$ cat config.mk
export PLATFORM = sky130hd
export DESIGN_NAME = uart_rx_word
export DESIGN_NICKNAME = d
export VERILOG_FILES = /design/src/rtl/uart_rx_word_pkg.sv /design/src/rtl/uart_rx_word_rx_byte.sv /design/src/rtl/uart_rx_word.sv
export SDC_FILE = /design/constraint.sdc
export NUM_CORES = 1
export LEC_CHECK = 0
export ABC_CLOCK_PERIOD_IN_PS = 2000
export CAP_MARGIN = 20
export CORE_MARGIN = 4
export CORE_UTILIZATION = 47
export CTS_BUF_LIST = sky130_fd_sc_hd__clkbuf_8
export DETAILED_ROUTE_END_ITERATION = 16
export MAX_ROUTING_LAYER = met4
export PLACE_DENSITY_LB_ADDON = 0.1
export SYNTH_ARGS = -nofsm -noshare
export SYNTH_HDL_FRONTEND = slang
export SYNTH_SLANG_ARGS = --single-unit
$ cat constraint.sdc
create_clock -name clk -period 2 [get_ports clk]
set_clock_uncertainty 0.15 [all_clocks]
set_input_delay 0.5 -clock clk [delete_from_list [all_inputs] [get_ports clk]]
set_output_delay 0.5 -clock clk [all_outputs]
set_load 0.02 [all_outputs]
$ cat src/rtl/uart_rx_word_pkg.sv
// -----------------------------------------------------------------------------
// uart_rx_word_pkg
//   Definitions shared by the receive path and the tx-side UART: the default
//   line rate, the clocks-per-bit helper and the receiver state encoding.
// -----------------------------------------------------------------------------
package uart_rx_word_pkg;

  localparam int unsigned CLK_FREQ_DEFAULT = 100000000;
  localparam int unsigned BAUD_DEFAULT     = 921600;

  // Receiver FSM encoding; IDLE must stay 0 so a cleared register is idle.
  typedef enum logic [2:0] {
    ST_IDLE      = 3'd0,
    ST_START     = 3'd1,
    ST_DATA      = 3'd2,
    ST_STOP      = 3'd3,
    ST_WAIT_HIGH = 3'd4
  } rx_state_e;

  // Integer division on purpose: the residual baud error is absorbed by
  // sampling each bit near its centre.
  function automatic int unsigned uart_clks_per_bit(input int unsigned freq,
                                                    input int unsigned baud);
    return freq / baud;
  endfunction

endpackage

$ cat src/rtl/uart_rx_word_rx_byte.sv
// -----------------------------------------------------------------------------
// uart_rx_byte
//   8N1 byte receiver: 2-FF synchroniser, bit-timing FSM, byte/frame strobes.
//
//   Ports
//     clk         in   system clock
//     res         in   synchronous reset, active-high
//     rx_in       in   serial line (asynchronous, idles high)
//     byte_data   out  last good byte, held between frames
//     byte_valid  out  1-cycle pulse per good byte
//     frame_err   out  1-cycle pulse when a stop bit is sampled low
//     rx_idle     out  FSM is in IDLE (used for the partial-word timeout)
//
//   state      | meaning
//   -----------+-----------------------------------------------------------
//   IDLE       | line high, waiting for a falling edge
//   START      | half-bit wait, then confirm the start bit is still low
//   DATA       | sample 8 data bits at bit centres, LSB first
//   STOP       | sample the stop bit; high = good byte, low = frame error
//   WAIT_HIGH  | after a frame error, wait for the line to return high
// -----------------------------------------------------------------------------
module uart_rx_byte
  import uart_rx_word_pkg::*;
#(
  parameter int unsigned CLKS_PER_BIT = 16
) (
  input  logic       clk,
  input  logic       res,
  input  logic       rx_in,
  output logic [7:0] byte_data,
  output logic       byte_valid,
  output logic       frame_err,
  output logic       rx_idle
);

  localparam int unsigned CW = $clog2(CLKS_PER_BIT);
  localparam logic [CW-1:0] HALF_LOAD = CW'(CLKS_PER_BIT / 2 - 1);
  localparam logic [CW-1:0] FULL_LOAD = CW'(CLKS_PER_BIT - 1);

  logic          sync1_q, sync2_q;
  logic          rx_s;
  rx_state_e     state_q, state_d;
  logic [CW-1:0] cnt_q;
  logic [2:0]    bit_idx_q;
  logic [7:0]    shift_q;
  logic [7:0]    byte_data_q;
  logic          byte_valid_q;
  logic          frame_err_q;

  logic cnt_done;
  logic load_half, load_full, sample_bit, stop_ok, stop_bad;

  assign rx_s     = sync2_q;
  assign cnt_done = (cnt_q == '0);

  // Synchroniser resets to the idle level so reset never looks like a start bit.
  always_ff @(posedge clk) begin
    if (res) begin
      sync1_q <= 1'b1;
      sync2_q <= 1'b1;
    end else begin
      sync1_q <= rx_in;
      sync2_q <= sync1_q;
    end
  end

  always_ff @(posedge clk) begin
    if (res) state_q <= ST_IDLE;
    else     state_q <= state_d;
  end

  always_comb begin
    state_d = state_q;
    case (state_q)
      ST_IDLE:      if (!rx_s) state_d = ST_START;
      ST_START:     if (cnt_done) state_d = rx_s ? ST_IDLE : ST_DATA;
      ST_DATA:      if (cnt_done && (bit_idx_q == 3'd7)) state_d = ST_STOP;
      ST_STOP:      if (cnt_done) state_d = rx_s ? ST_IDLE : ST_WAIT_HIGH;
      ST_WAIT_HIGH: if (rx_s) state_d = ST_IDLE;
      default:      state_d = ST_IDLE;
    endcase
  end

  always_comb begin
    load_half  = 1'b0;
    load_full  = 1'b0;
    sample_bit = 1'b0;
    stop_ok    = 1'b0;
    stop_bad   = 1'b0;
    rx_idle    = 1'b0;
    case (state_q)
      ST_IDLE: begin
        rx_idle = 1'b1;
        if (!rx_s) load_half = 1'b1;
      end
      ST_START: if (cnt_done && !rx_s) load_full = 1'b1;
      ST_DATA: begin
        // The reload after bit 7 times the stop-bit sample.
        if (cnt_done) begin
          sample_bit = 1'b1;
          load_full  = 1'b1;
        end
      end
      ST_STOP: begin
        if (cnt_done) begin
          stop_ok  = rx_s;
          stop_bad = !rx_s;
        end
      end
      default: ;
    endcase
  end

  always_ff @(posedge clk) begin
    if (res) begin
      cnt_q        <= '0;
      bit_idx_q    <= '0;
      shift_q      <= '0;
      byte_data_q  <= '0;
      byte_valid_q <= 1'b0;
      frame_err_q  <= 1'b0;
    end else begin
      if (load_half)      cnt_q <= HALF_LOAD;
      else if (load_full) cnt_q <= FULL_LOAD;
      else if (!cnt_done) cnt_q <= cnt_q - CW'(1);

      if (state_q != ST_DATA) bit_idx_q <= '0;
      else if (sample_bit)    bit_idx_q <= bit_idx_q + 3'd1;

      if (sample_bit) shift_q <= {rx_s, shift_q[7:1]};

      byte_valid_q <= stop_ok;
      if (stop_ok) byte_data_q <= shift_q;
      frame_err_q <= stop_bad;
    end
  end

  assign byte_data  = byte_data_q;
  assign byte_valid = byte_valid_q;
  assign frame_err  = frame_err_q;

endmodule

$ cat src/rtl/uart_rx_word.sv
// -----------------------------------------------------------------------------
// uart_rx_word
//   Receives an 8N1 byte stream and assembles WORD_BYTES bytes (little-endian)
//   into one word offered on a valid/taken handshake. Feeds the spoon_feed /
//   spoon_taken path so program and data can be streamed over the debug cable.
//
//   Ports
//     clk          in   system clock
//     res          in   synchronous reset, active-high
//     rx_in        in   serial line (asynchronous, idles high)
//     word_data    out  assembled word, first byte in bits [7:0]
//     word_valid   out  word_data holds an unconsumed word
//     word_taken   in   consumer accepts the word (only while word_valid=1)
//     byte_data    out  last received byte (debug)
//     byte_valid   out  1-cycle pulse per good byte
//     err_frame    out  sticky: a stop bit was sampled low
//     err_overrun  out  sticky: a word completed while the previous was held
//     err_clear    in   clears both sticky flags (a same-cycle set wins)
//
//   CLK_FREQ/BAUD must give at least 4 clocks per bit.
// -----------------------------------------------------------------------------
module uart_rx_word
  import uart_rx_word_pkg::*;
#(
  parameter int unsigned CLK_FREQ     = CLK_FREQ_DEFAULT,
  parameter int unsigned BAUD         = BAUD_DEFAULT,
  parameter int unsigned WORD_BYTES   = 4,
  parameter int unsigned TIMEOUT_BITS = 32
) (
  input  logic                    clk,
  input  logic                    res,
  input  logic                    rx_in,
  output logic [8*WORD_BYTES-1:0] word_data,
  output logic                    word_valid,
  input  logic                    word_taken,
  output logic [7:0]              byte_data,
  output logic                    byte_valid,
  output logic                    err_frame,
  output logic                    err_overrun,
  input  logic                    err_clear
);

  localparam int unsigned CLKS_PER_BIT = uart_clks_per_bit(CLK_FREQ, BAUD);
  localparam int unsigned WW           = 8 * WORD_BYTES;
  localparam int unsigned IW           = (WORD_BYTES > 1) ? $clog2(WORD_BYTES) : 1;
  localparam logic [IW-1:0] LAST_IDX   = IW'(WORD_BYTES - 1);
  localparam int unsigned TMO_CYC      = TIMEOUT_BITS * CLKS_PER_BIT;

  logic [7:0]    rx_byte;
  logic          rx_valid;
  logic          rx_ferr;
  logic          rx_idle;

  logic [IW-1:0] byte_idx_q;
  logic [WW-1:0] word_shift_q;
  logic [WW-1:0] word_data_q;
  logic          word_valid_q;
  logic          err_frame_q;
  logic          err_overrun_q;

  logic [WW-1:0] word_next;
  logic          word_done;
  logic          tmo_fire;

  uart_rx_byte #(
    .CLKS_PER_BIT (CLKS_PER_BIT)
  ) u_rx_byte (
    .clk        (clk),
    .res        (res),
    .rx_in      (rx_in),
    .byte_data  (rx_byte),
    .byte_valid (rx_valid),
    .frame_err  (rx_ferr),
    .rx_idle    (rx_idle)
  );

  // Partial word with the incoming byte dropped into its lane; on the last
  // byte this is the complete word.
  always_comb begin
    word_next = word_shift_q;
    word_next[int'(byte_idx_q) * 8 +: 8] = rx_byte;
  end

  assign word_done = rx_valid && (byte_idx_q == LAST_IDX);

  // Partial-word timeout: armed only while a word is part-built and the line
  // is idle; any reception disarms and reloads it.
  generate
    if (TIMEOUT_BITS > 0) begin : g_tmo
      localparam int unsigned TW = $clog2(TMO_CYC + 1);
      localparam logic [TW-1:0] TMO_LOAD = TW'(TMO_CYC - 1);

      logic [TW-1:0] tmo_cnt_q;
      logic          tmo_armed;

      assign tmo_armed = rx_idle && (byte_idx_q != '0);

      always_ff @(posedge clk) begin
        if (res || !tmo_armed)    tmo_cnt_q <= TMO_LOAD;
        else if (tmo_cnt_q != '0) tmo_cnt_q <= tmo_cnt_q - TW'(1);
      end

      assign tmo_fire = tmo_armed && (tmo_cnt_q == '0);
    end else begin : g_no_tmo
      assign tmo_fire = 1'b0;
    end
  endgenerate

  always_ff @(posedge clk) begin
    if (res) begin
      byte_idx_q    <= '0;
      word_shift_q  <= '0;
      word_data_q   <= '0;
      word_valid_q  <= 1'b0;
      err_frame_q   <= 1'b0;
      err_overrun_q <= 1'b0;
    end else begin
      if (rx_ferr || tmo_fire) begin
        byte_idx_q   <= '0;
        word_shift_q <= '0;
      end else if (rx_valid) begin
        if (word_done) begin
          byte_idx_q   <= '0;
          word_shift_q <= '0;
        end else begin
          byte_idx_q   <= byte_idx_q + IW'(1);
          word_shift_q <= word_next;
        end
      end

      // A take in the completion cycle frees the slot for the new word.
      if (word_done && (!word_valid_q || word_taken)) begin
        word_data_q  <= word_next;
        word_valid_q <= 1'b1;
      end else if (word_taken && word_valid_q) begin
        word_valid_q <= 1'b0;
      end

      if (word_done && word_valid_q && !word_taken) err_overrun_q <= 1'b1;
      else if (err_clear)                           err_overrun_q <= 1'b0;

      if (rx_ferr)        err_frame_q <= 1'b1;
      else if (err_clear) err_frame_q <= 1'b0;
    end
  end

  assign word_data   = word_data_q;
  assign word_valid  = word_valid_q;
  assign byte_data   = rx_byte;
  assign byte_valid  = rx_valid;
  assign err_frame   = err_frame_q;
  assign err_overrun = err_overrun_q;

endmodule

Yosys cells after proc, flatten, opt, wreduce, memory -nomap -nowiden
Index checks and enable logic that the tools add are counted.
{ "totals": {"regBits": 114, "out_inout_bits": 44, "elab_cells": 97} }
{ "op_classes": {"addsub": 5, "n_eq_ne": 14, "shift": 2, "muxes": 28, "bitwise": 2, "n_reduce_logical": 29} }
{ "ops": {"columns": ["operator", "n"], "rows": [
  ["5-bit negator with 33-bit output", 1],
  ["8-bit by 33-bit variable shift with 32-bit output (first input constant)", 1],
  ["8-bit by 33-bit variable part select with 32-bit output", 1],
  ["32-bit bitwise mux", 1],
  ["32-bit 2-to-1 mux", 1],
  ["3-bit 2-to-1 mux", 6],
  ["3-bit case mux with 5 select lines", 1],
  ["7-bit 2-to-1 mux", 2],
  ["1-bit 2-to-1 mux", 13],
  ["12-bit logical NOT", 1],
  ["12-bit nonzero test", 1],
  ["12-bit by 1-bit subtractor with 12-bit output (second input constant)", 1],
  ["1-bit logical AND", 9],
  ["2-bit by 1-bit inequality test with 1-bit output (second input constant)", 4],
  ["2-bit nonzero test", 4],
  ["7-bit logical NOT", 1],
  ["7-bit by 1-bit subtractor with 7-bit output (second input constant)", 1],
  ["3-bit by 2-bit == test with 1-bit output (second input constant)", 2],
  ["3-bit == test (second input constant)", 2],
  ["6-bit 2-to-1 mux", 1],
  ["2-bit OR reduction", 3],
  ["5-bit AND reduction", 1],
  ["1-bit logical NOT", 4],
  ["2-bit 2-to-1 mux", 2],
  ["12 further kinds", 16]
]} }

Logic depth before layout (Yosys ltp)
{ "logic_depth": {"depth_word": 6, "mapped_depth": 7} }

By module
A second synthesis with hierarchy kept.
{ "unflattened": {"hier_cells": 492, "hier_area_um2": 4516.8} }
{ "by_module_without_submodules": {"columns": ["mod", "instances", "cells_each", "area_each_um2"], "rows": [
  ["uart_rx_word", 1, 350, 3116.7],
  ["uart_rx_byte", 1, 142, 1400.1]
]} }

Least setup slack after synthesis
No wires, ideal clock.
{ "synth_timing": {"path_kind": "register to register", "start": "register byte_idx_q[0]", "end": "register g_tmo.tmo_cnt_q[2]", "t_arrival_ns": 1.776, "path_slack_ns": -0.058, "stages_incl_launch_ff": 7, "period_less_slack_ns": 2.058, "cell_sequence": "dfxtp_1 -> inv_1 -> ha_1 -> or4_4 -> or2_2 -> a211oi_1 -> a31oi_1"} }
{ "synth_via": {"elab_chain_len": 4} }
{ "synth_rtl": {"columns": ["element", "line", "rtl"], "rows": [
  ["from (decl)", "uart_rx_word.sv:54", "logic [IW-1:0] byte_idx_q;"],
  ["from (signal assigned)", "uart_rx_word.sv:126", "byte_idx_q <= byte_idx_q + IW'(1);"],
  ["2-bit nonzero test", "uart_rx_word.sv:96", "assign tmo_armed = rx_idle && (byte_idx_q != '0);"],
  ["1-bit logical AND", "uart_rx_word.sv:96", null],
  ["1-bit logical NOT", "uart_rx_word.sv:99", "if (res || !tmo_armed) tmo_cnt_q <= TMO_LOAD;"],
  ["1-bit logical OR", "uart_rx_word.sv:99", null],
  ["to (signal assigned)", "uart_rx_word.sv:100", "else if (tmo_cnt_q != '0) tmo_cnt_q <= tmo_cnt_q - TW'(1);"],
  ["to (decl)", "uart_rx_word.sv:93", "logic [TW-1:0] tmo_cnt_q;"]
]} }
No other way between the ends.
A chain may end at the register's enable or synchronous reset.

Final worst setup path
{ "layout_timing": {"start": "register byte_idx_q[1]", "end": "register word_shift_q[10]"} }
{ "layout_via": {"elab_chain_len": 5, "elab_cells_between_ends": 12} }
{ "layout_rtl": {"columns": ["element", "line", "rtl"], "rows": [
  ["parallel branches: the longest is 5 deep, another holds 5-bit negator with 33-bit output", null, null],
  ["to (signal assigned)", "uart_rx_word.sv:127", "word_shift_q <= word_next;"],
  ["to (decl)", "uart_rx_word.sv:55", "logic [WW-1:0] word_shift_q;"]
]} }
Several ways; the timed one is not identified.

==> flow_summary_export.csv <==
group,metric,value,unit
synth,yosys-top-cells-area,"dfxtp_1 (47%), a21oi_1 (6.6%), nor2_1 (5.8%)",
detailed_routing,drc,0,
detailed_routing,postRouteAntennaNets,0,
outcome,status,"complete, no violations",
min_path,hp-start,"u_rx_byte.sync1_q",
power_and_ir_drop,power.leakage,0.00277,uW
synth,synth_ff_type,"dfxtp_1",
finish,area_growth_syn_to_layout,24.9,%
min_path,whs_endpoint,"u_rx_byte.rx_s",
worst_setup_path,cp.arrival,2.04,ns
floorplan,start_util,0.485,
synth,synth_top_area_cell,"dfxtp_1",
floorplan,io_pins,49,
synth,synth_nets,531,
synth,synth_cells,517,
detailed_routing,drt-vias-per-instance,5.29,
global_routing,grt.total_usage,0.200,
clock_network,clock_sinks,106,
job,maxCapViolations,0,
worst_setup_path,r2r_setup_slack,0.08,ns
worst_setup_path,crit_type,"reg2reg",
power_and_ir_drop,powerDensity,767,nW/um^2
clock_network,cts_buffers,9,
finish,design_area,5630,sq um
placed_design,gp_congestion,0.833,
worst_setup_path,cp_max_fo,26,
synth,async_reset_ff_frac,0,
finish,diodes,0,
detailed_routing,wl_per_cell,14.5,um
synth,yosysUniqueCellTypes,53,
sta,fin_tns_setup,0,ns
sta,finalHoldViolations,0,
finish,nets,601,
sta,slew_violations,0,
finish,final_cell_mix,"dfxtp_1 (102), nor2_1 (69), nand2_1 (66)",
worst_setup_path,r2r_cells,7,
min_path,hold_path_class,"reg2reg",
sta,relSlewSlack,0.716,
clock_network,clock-root-buffer,"clkbuf_8",
sta,finalSetupViolCount,0,
detailed_routing,wl_met3,600,um
clock_network,post_cts_buffers,0,
synth,synth_top_area_frac,0.471,
sta,grt_setup_unrepaired,"yes",
detailed_routing,firstDrtPassIters,4,
detailed_routing,drt-initial-drc-count,163,
synth,ys_ff_latch,106,
worst_setup_path,critPathRequiredTime,2.12,ns
synth,yosysWarningCount,0,
clock_network,clock_path_buffers,2,
global_routing,grt_pass1_vias,3646,
global_routing,grt_pass1_wl,17600,um
synth,seq_area_frac_synth,0.471,
clock_network,ctsHtreeMaxLevel,3,
detailed_routing,drt-met1-wl,4950,um
worst_setup_path,startpoint_type,"register",
clock_network,clkLatencyLatePin,0.38,ns
detailed_routing,topRoutingLayerUsed,"met4",
sta,max_freq,521,MHz
sta,period_needed,1.92,ns
global_routing,antenna_found_initial,0,
worst_setup_path,r2r_start,"byte_idx_q[1]",
detailed_routing,vias,3814,
floorplan,fp.dieW,106,um
floorplan,die_h,106,um
clock_network,cts_tree,"built",
worst_setup_path,cp-end-kind,"register",
detailed_routing,wl,10500,um
floorplan,dieArea,11200,sq um
finish,drive_gt1_frac,0.137,
floorplan,core-area,9280,sq um
detailed_routing,routed-wl-met2,4740,um
global_routing,grt_overflow,0,
placed_design,port_buffers,48,
finish,postLayoutCoreUtil,0.606,
worst_setup_path,r2r_end,"word_shift_q[10]",
placed_design,hpwl,7350,um
clock_network,clkTransAtPathRegs,0.11,ns
synth,syn_area_per_cell,8.71,sq um
synth,synth_edf_count,0,
floorplan,rows,35,
placed_design,placed_area,5350,sq um
sta,tightest_slew,0.425,ns
power_and_ir_drop,vdd.ir_drop.worst,0.546,mV
min_path,hold_depth,1,
global_routing,grt_max_degree,31,
sta,period_share,0.959,
finish,layout_commonest_cell,"dfxtp_1",
synth,synth_area,4510,sq um
==> Yosys cell counts (all sizes together), types with 2 or more instances <==
master / n
ha: 9
and2: 3
nor4b: 2
nor2b: 28
or2: 4
or4: 3
nor3: 9
buf: 7
nand2: 66
and4b: 2
mux2i: 19
clkbuf: 23
dfxtp: 106
a21oi: 59
a22o: 24
nand3: 5
inv: 12
o22ai: 2
a22oi: 8
nand4: 2
o21ai: 7
nor2: 70
and4: 2
nand2b: 5
a31oi: 6
a211oi: 3
and3: 4
or3: 7
nor3b: 3
nor4bb: 2
xnor2: 3
o31ai: 2
==> flip-flops by register name, summed over array words and instances, names as in the netlist <==
register              flops
byte_idx_q                2
err_frame                 1
err_overrun               1
g_tmo.tmo_cnt_q          12
u_rx_byte.bit_idx_q       3
u_rx_byte.byte_data       8
u_rx_byte.byte_valid      1
u_rx_byte.cnt_q           7
u_rx_byte.frame_err       1
u_rx_byte.rx_s            1
u_rx_byte.shift_q         8
u_rx_byte.state_q         3
u_rx_byte.sync1_q         1
word_data                32
word_shift_q             24
word_valid                1
==> report_power, final <==
part	switching [uW]	total [uW]	internal [uW]	leakage [uW]
combinational	305	605	300	0.00180
sequential	61.9	2230	2170	0.000857
clock	737	1480	741	0.000112
==> metrics by stage <==
stage	power (uW)	std cells	worst slack, ns	hold slack [ns]
3_3_place_gp	2860	705	0.00536	0.243
5_1_grt	4510	721	0.000870	0.290
6_report	4320	721	0.0818	0.275
3_5_place_dp	2870	705	-0.00553	0.248
2_1_floorplan	2660	517	0.0234	0.239
4_1_cts	4340	721	0.000957	0.276
==> worst max path at each step <==
stage | slack, ns | cells past startpoint | startpoint | endpoint
after floorplan | 0.02 | 6 | byte_idx_q[0] | g_tmo.tmo_cnt_q[2]
after global placement | 0.005 | 6 | word_taken | word_data[31]
after detailed placement | -0.006 | 6 | word_taken | word_data[28]
after CTS | 0.001 | 1 | word_data[15] | word_data[15]
after global routing | 0.0009 | 7 | byte_idx_q[1] | word_shift_q[9]
final | 0.08 | 7 | byte_idx_q[1] | word_shift_q[10]
==> what timing repair did <==
action | CTS | global route
hold endpoints to repair | 0 | 0
endpoints found under the setup margin | 21 | 64
hold buffers | 0 | 0
resized for setup | 21 | 32
pin swaps | 0 | 1
==> worst max-delay path, cell delays in order, from the launching register on <==
cell	delay [ns]
dfxtp_2	0.36
inv_1	0.08
ha_1	0.21
or4_4	0.43
buf_4	0.17
o21ai_4	0.16
buf_12	0.19
nor2_1	0.06
==> kinds of logic (layout without fill, tap and decap cells) <==
group / count (synthesis) / count (layout) / synth area share
compound gates: 118 / 118 / 0.169
xor+xnor: 4 / 4 / 0.00778
fa+ha+maj: 9 / 9 / 0.0250
buf+inv: 42 / 117 / 0.0386
flops: 106 / 106 / 0.471
mux: 19 / 19 / 0.0422
simple gates: 219 / 219 / 0.246
==> cell type report <==
type	instances	area [sq um]
fill	848	3660
multi-input combinational	369	2220
sequential	106	2130
timing repair buffer	89	843
tap	129	161
clock buffer	10	138
clock inverter	6	90.1
inverter	12	45.0
==> per-layer routing <==
| layer | global-route usage | vias up |
|---|---|---|
| met5 | - | - |
| met4 | 0.0620 | 0 |
| met2 | 0.303 | 73 |
| met3 | 0.0455 | 12 |
| li1 | - | 1931 |
| met1 | 0.267 | 1798 |
No activity file was read; power rests on OpenSTA's default activity.
